[config.mk]
export PLATFORM = sky130hd
export DESIGN_NAME = cpu_sequencer
export DESIGN_NICKNAME = d
export VERILOG_FILES = /design/src/rtl/cpu_sequencer.sv
export SDC_FILE = /design/constraint.sdc
export NUM_CORES = 1
export LEC_CHECK = 0
export ABC_CLOCK_PERIOD_IN_PS = 1800
export CORE_MARGIN = 5
export CORE_UTILIZATION = 43
export DETAILED_ROUTE_END_ITERATION = 10
export HOLD_SLACK_MARGIN = 0.15
export MAX_ROUTING_LAYER = met4
export PLACE_DENSITY = 0.77
export SLEW_MARGIN = 25
export SYNTH_ARGS = -nofsm -noshare
export SYNTH_HDL_FRONTEND = slang
export SYNTH_SLANG_ARGS = --single-unit
[constraint.sdc]
create_clock -name clock -period 1.8 [get_ports clock]
set_input_delay 0.36 -clock clock [delete_from_list [all_inputs] [get_ports clock]]
set_output_delay 0.36 -clock clock [all_outputs]
set_load 0.01 [all_outputs]
[src/rtl/cpu_sequencer.sv]
// Multi-cycle CPU control sequencer: FETCH/DECODE/EXEC/MEM/WB with memory-ack and optional FPU stall.
// Optional feature macro: FPU_STALL_EN (ADDF/MULF wait in EXEC for fpu_done).
module cpu_sequencer (
    input  logic       clock,
    input  logic       reset,
    input  logic [5:0] opc,
    input  logic       br_cond,
    input  logic       dm_ack,
    input  logic       fpu_done,
    output logic       ir_load,
    output logic       pc_en,
    output logic       pc_sel,
    output logic       dm_req,
    output logic       dm_we,
    output logic       rf_we,
    output logic [1:0] wb_sel,
    output logic       fpu_start,
    output logic [2:0] state
);

    typedef enum logic [2:0] {
        S_FETCH  = 3'd0,
        S_DECODE = 3'd1,
        S_EXEC   = 3'd2,
        S_MEM    = 3'd3,
        S_WB     = 3'd4
    } state_t;

    localparam logic [5:0] OP_NOP   = 6'd0;
    localparam logic [5:0] OP_STORE = 6'd3;
    localparam logic [5:0] OP_LOAD  = 6'd4;
    localparam logic [5:0] OP_MOVE  = 6'd5;
    localparam logic [5:0] OP_MOVEI = 6'd16;
    localparam logic [5:0] OP_JUMP  = 6'd21;
    localparam logic [5:0] OP_BRA   = 6'd22;
    localparam logic [5:0] OP_ADDF  = 6'd23;
    localparam logic [5:0] OP_MULF  = 6'd24;

    state_t     state_q;
    logic [5:0] opc_q;

    function automatic logic is_nop(input logic [5:0] op);
        return (op == OP_NOP) || (op > OP_MULF);
    endfunction

    function automatic logic is_fp(input logic [5:0] op);
        return (op == OP_ADDF) || (op == OP_MULF);
    endfunction

`ifdef FPU_STALL_EN
    // Set after the first EXEC cycle of an FP op so fpu_start pulses only once.
    logic fpu_wait;
`else
    logic unused_fpu_done;
    assign unused_fpu_done = fpu_done;
`endif

    always_ff @(posedge clock) begin
        if (reset) begin
            state_q  <= S_FETCH;
            opc_q    <= '0;
`ifdef FPU_STALL_EN
            fpu_wait <= 1'b0;
`endif
        end else begin
            case (state_q)
                S_FETCH: state_q <= S_DECODE;
                S_DECODE: begin
                    opc_q <= opc;
                    if (is_nop(opc) || opc == OP_JUMP || opc == OP_BRA)
                        state_q <= S_FETCH;
                    else if (opc == OP_LOAD || opc == OP_STORE)
                        state_q <= S_MEM;
                    else if (opc == OP_MOVE || opc == OP_MOVEI)
                        state_q <= S_WB;
                    else
                        state_q <= S_EXEC;
                end
                S_EXEC: begin
`ifdef FPU_STALL_EN
                    if (is_fp(opc_q) && !fpu_done) begin
                        fpu_wait <= 1'b1;
                    end else begin
                        fpu_wait <= 1'b0;
                        state_q  <= S_WB;
                    end
`else
                    state_q <= S_WB;
`endif
                end
                S_MEM: begin
                    if (dm_ack)
                        state_q <= (opc_q == OP_STORE) ? S_FETCH : S_WB;
                end
                S_WB:    state_q <= S_FETCH;
                default: state_q <= S_FETCH;
            endcase
        end
    end

    // Outputs depend on the current state and same-cycle inputs (opc, br_cond, dm_ack),
    // and are all forced low while reset is high.
    always_comb begin
        ir_load   = 1'b0;
        pc_en     = 1'b0;
        pc_sel    = 1'b0;
        dm_req    = 1'b0;
        dm_we     = 1'b0;
        rf_we     = 1'b0;
        wb_sel    = 2'b00;
        fpu_start = 1'b0;
        state     = 3'd0;
        if (!reset) begin
            state = state_q;
            case (opc_q)
                OP_MOVE:  wb_sel = 2'b01;
                OP_MOVEI: wb_sel = 2'b10;
                OP_LOAD:  wb_sel = 2'b11;
                default:  wb_sel = 2'b00;
            endcase
            case (state_q)
                S_FETCH: ir_load = 1'b1;
                S_DECODE: begin
                    if (is_nop(opc)) begin
                        pc_en = 1'b1;
                    end else if (opc == OP_JUMP) begin
                        pc_en  = 1'b1;
                        pc_sel = 1'b1;
                    end else if (opc == OP_BRA) begin
                        pc_en  = 1'b1;
                        pc_sel = br_cond;
                    end
                end
                S_EXEC: begin
`ifdef FPU_STALL_EN
                    fpu_start = is_fp(opc_q) && !fpu_wait;
`endif
                end
                S_MEM: begin
                    dm_req = 1'b1;
                    dm_we  = (opc_q == OP_STORE);
                    pc_en  = dm_ack && (opc_q == OP_STORE);
                end
                S_WB: begin
                    rf_we = 1'b1;
                    pc_en = 1'b1;
                end
                default: ;
            endcase
        end
    end

endmodule

# After elaboration in Yosys (flattened, before gate mapping)
# Cells that the tools add are included.
# Widths: inputs -> output; s select.
op_classes:
  n_lt_le_gt_ge: 1
  n_eq_ne: 15
  mux: 27
  reduce_logical: 8
ops:
  columns: ["operator", "count"]
  rows:
  - ["$eq 6x3->1 const B", 4]
  - ["$eq 6x5->1 const B", 4]
  - ["$mux 3", 6]
  - ["$mux 1", 17]
  - ["$eq 6x2->1 const B", 2]
  - ["$pmux 3 s4", 1]
  - ["$eq 3x2->1 const B", 2]
  - ["$gt 6x5->1 const B", 1]
  - ["$logic_not 6->1", 1]
  - ["$pmux 2 s3", 1]
  - ["$logic_or 1x1->1", 5]
  - ["$eq 3x1->1 const B", 1]
  - ["$eq 3x3->1 const B", 1]
  - ["$logic_not 3->1", 1]
  - ["$pmux 1 s3", 1]
  - ["$mux 2", 1]
  - ["$ne 2x2->1 const B", 1]
  - ["$logic_and 1x1->1", 1]
word_totals:
  register_bits: 9
  in_bits: 11
  out_inout_bits: 12
  word_cells: 53

# Longest topological paths before layout
depth:
  depth_word: 6
  depth_mapped: 5
  mapped_depth_nobuf: 4

# Worst setup path before layout
# OpenSTA, ideal clock, no wires.
synth_timing:
  path_kind: "reg2out"
  start: "register opc_q[2]"
  end: "output port pc_en"
  t_arrival_ns: 1.255
  t_required_ns: 1.440
  path_slack_ns: 0.185
  path_stages_with_launch: 5
  n_path_buf: 0
  path_cell_list: "dfxtp_1 nor4_1 nand3_1 o31a_1 o2bb2ai_1"
synth_via:
  elab_chain_cells: 4
synth_rtl:
  columns: ["element", "line", "source"]
  rows:
  - ["start: declaration", "40", "logic [5:0] opc_q;"]
  - ["start signal: assignment", "69", "opc_q <= opc;"]
  - ["$eq 6x2->1", "142", "pc_en = dm_ack && (opc_q == OP_STORE);"]
  - ["$logic_and 1x1->1", "142", null]
  - ["$pmux 1 s3", "121", "case (state_q)"]
  - ["$mux 1", "113", "if (!reset) begin"]
  - ["end: declaration", "11", "output logic pc_en,"]
# Every way passes these cells.

# Worst setup path in the final report
layout_timing:
  start: "register opc_q[3]"
  end: "output port pc_en"
# Same word-level chain as after synthesis.

==> flow_summary_export.csv <==
group,metric,value,unit
status,status,"finished, violations left",
status,violations,"setup timing",
synthesis,yosysSeqAreaShare,0.275,
cells_and_area,diodes,0,
min_path,hold_depth,4,
placed_design,pre_cts_slack,-0.632,ns
die,num_rows,14,
synthesis,yosysTopAreaCellShare,0.275,
critical_path,slowest_stage,"dfxtp_2",
detailed_routing,maxUsedRoutingLayer,"met4",
min_path,min_from,"opc[5]",
sta,rsz0062_at_grt,"true",
synthesis,async_reset_ff_frac,0,
power_and_ir_drop,pwr-share-clk,0.256,
sta,hold_viol,0,
sta,slew_viol_final,0,
placed_design,port_buffers,20,
synthesis,netlist_area,656,um2
synthesis,synth.avg_cell_area,7.90,um2
sta,min_period,1.95,ns
clock_network,clkTransAtPathRegs,0.07,ns
synthesis,synth_area_leader_cell,"dfxtp_1",
detailed_routing,wirelength_met1,891,um
critical_path,worstPathMaxFanout,2,
die,die_x,49.0,um
detailed_routing,vias_per_cell,5.46,
synthesis,ys.flop_type,"dfxtp_1",
cells_and_area,multi_input_area,508,um2
global_routing,grt_overflow_total,0,
sta,setup_ws,-0.149,ns
critical_path,crit_type,"flip-flop to output port",
clock_network,clock-root-buffer,"clkbuf_4",
die,core-area,1470,um2
die,start_util,0.446,
critical_path,rr_startpoint,"opc_q[3]",
critical_path,worstPathCellList,"nor4_4, nand3_2, o31a_1, o2bb2ai_2, buf_2",
detailed_routing,antenna_left,0,
synthesis,ys_top_cells_by_count,"nand2_1, dfxtp_1, a21oi_1",
detailed_routing,detail_route.wl_per_cell,15.2,um
cells_and_area,drive_gt1_frac,0.436,
detailed_routing,routed-wl-met3,95,um
clock_network,clk_latency,0.27,ns
critical_path,r2r-end,"state_q[2]",
global_routing,grt_usage,0.198,
power_and_ir_drop,swShare,0.326,
detailed_routing,met2WireLength,1260,um
detailed_routing,firstDrtPassIters,4,
min_path,holdPathEnd,"state_q[1]",
clock_network,clock_path_buffers,2,
cells_and_area,fin_util,0.787,
global_routing,first_global_vias,813,
sta,fmax,513,MHz
power_and_ir_drop,power.internal,0.000439,W
detailed_routing,wirelength,2260,um
synthesis,synth_cell_type_count,39,
detailed_routing,vias,813,
synthesis,synthCells,83,
critical_path,critical_path_arrival,1.59,ns
global_routing,grt_max_degree,10,
power_and_ir_drop,p_comb_frac,0.394,
synthesis,synth_edf_count,0,
die,ios,23,
power_and_ir_drop,switchingPower,0.000213,W
cells_and_area,register_area,183,um2
detailed_routing,drtIter0Drc,13,
sta,skew,0.00149,ns
synthesis,synth_area_leaders,"dfxtp_1, nand2_1, a21oi_1, o21ai_0, a2111oi_4",
min_path,hp-class,"input port to flip-flop",
global_routing,grt_antenna_before_repair,0,
power_and_ir_drop,p_seq_frac,0.350,
clock_network,cts_tree,"yes",
sta,setup_viol,4,
power_and_ir_drop,p_leak,0.537,nW
clock_network,cts_buffers,3,
sta,fin_crit_sh,1.08,
placed_design,routabilityCongestion,0.819,
flow_run,cap_violations,0,
synthesis,synth-seq-cells,9,
power_and_ir_drop,vdd.ir_drop.worst,0.493,mV
critical_path,rrSetupSlack,0.37,ns
synthesis,ys_warn_count,0,
critical_path,ff2ff_path_depth,7,
cells_and_area,syn2layout_area_growth,76.7,%
synthesis,yosysMostFrequentCell,"nand2_1",
cells_and_area,nNetsFinal,145,
die,die_area,2410,um2
global_routing,grt_pass1_wl,3570,um
critical_path,slowest_delay,0.34,ns
synthesis,synthesis.nets,94,
critical_path,required,1.44,ns
die,die_y,49.0,um
critical_path,cp-end-kind,"output port",
power_and_ir_drop,p_per_area,563,nW/um2
detailed_routing,drc,0,
critical_path,crit_path_start_kind,"flip-flop",
placed_design,hpwl,1600,um
clock_network,cts_max_level,1,
clock_network,cts.sinks,9,
cells_and_area,fillerInstances,111,
-- power by group through the flow --
stage	Clock, W	Combinational [W]	Sequential (W)
floorplan	0	0.0000887	0.000231
global placement	0	0.000208	0.000227
detailed placement	0	0.000215	0.000227
CTS	0.000168	0.000236	0.000227
global route	0.000185	0.000277	0.000229
finish	0.000167	0.000257	0.000228
-- area by class of cell --
class	instances	share of cell area
multi-input combinational	68	0.438
timing repair buffer	51	0.361
sequential	9	0.158
clock buffer	4	0.0227
tap	16	0.0173
inverter	1	0.00324
-- how the worst max path moves through the flow --
| stage | to | from |
|---|---|---|
| CTS | pc_en | opc_q[5] |
| finish | pc_en | opc_q[3] |
| detailed placement | pc_sel | reset |
| floorplan | pc_en | opc_q[2] |
| global route | pc_en | opc_q[3] |
| global placement | pc_sel | reset |
-- layer usage --
metal  track usage  vias to the layer above
met1         0.193                      385
met5             -                        -
met3        0.0703                        5
met2         0.372                       17
li1              -                      406
met4        0.0404                        0
-- stage by stage --
step	area, um2	total power [W]	TNS [ns]	hold slack, ns	std cells
2_1_floorplan	656	0.000319	0	0.459	83
3_3_place_gp	1030	0.000435	-5.18	0.490	141
3_5_place_dp	1030	0.000442	-5.55	0.487	141
4_1_cts	1120	0.000630	-0.447	0.549	148
5_1_grt	1160	0.000692	-0.771	0.549	149
6_report	1160	0.000652	-0.491	0.543	149
-- worst max-delay path, delay by kind of cell (launching register included) --
| family | cells | cell delay [ns] |
|---|---|---|
| compound gates | 2 | 0.39 |
| buf+inv | 1 | 0.14 |
| flops | 1 | 0.34 |
| simple gates | 2 | 0.46 |
-- state kept, by name (all words and copies together) (netlist names) --
signal,cells
state_q,3
opc_q,6
-- placed cells by master (no fill, tap or decap), drive strengths merged, types with 2 or more instances in the layout --
cell and count:
buf 36, nand2 11, dlygate4sd2 10, dfxtp 9
a21oi 8, o21ai 8, nor2 5, nor3 5
clkbuf 5, nor4 3, nor2b 2, mux2i 2
or2 2, clkdlybuf4s50 2, dlymetal6s2s 2, nand2b 2
-- cells by family (layout without fill, tap and decap cells) --
| group | after synthesis | in the layout | share of synthesized area |
|---|---|---|---|
| buffers and inverters | 6 | 56 | 0.0782 |
| other | 1 | 1 | 0.00572 |
| XOR/XNOR | 1 | 1 | 0.0134 |
| AND/OR/NAND/NOR | 41 | 41 | 0.359 |
| multiplexers | 2 | 2 | 0.0305 |
| AO/OA/AOI/OAI | 23 | 23 | 0.239 |
| flip-flops | 9 | 9 | 0.275 |
-- what timing repair did --
item | in CTS | in global routing
hold buffers | 0 | 0
buffers inserted | 3 | 1
pin swaps | 6 | 4
endpoints found under the setup margin | 13 | 8
resized for setup | 48 | 10
Power figures use the tool's default switching activity.
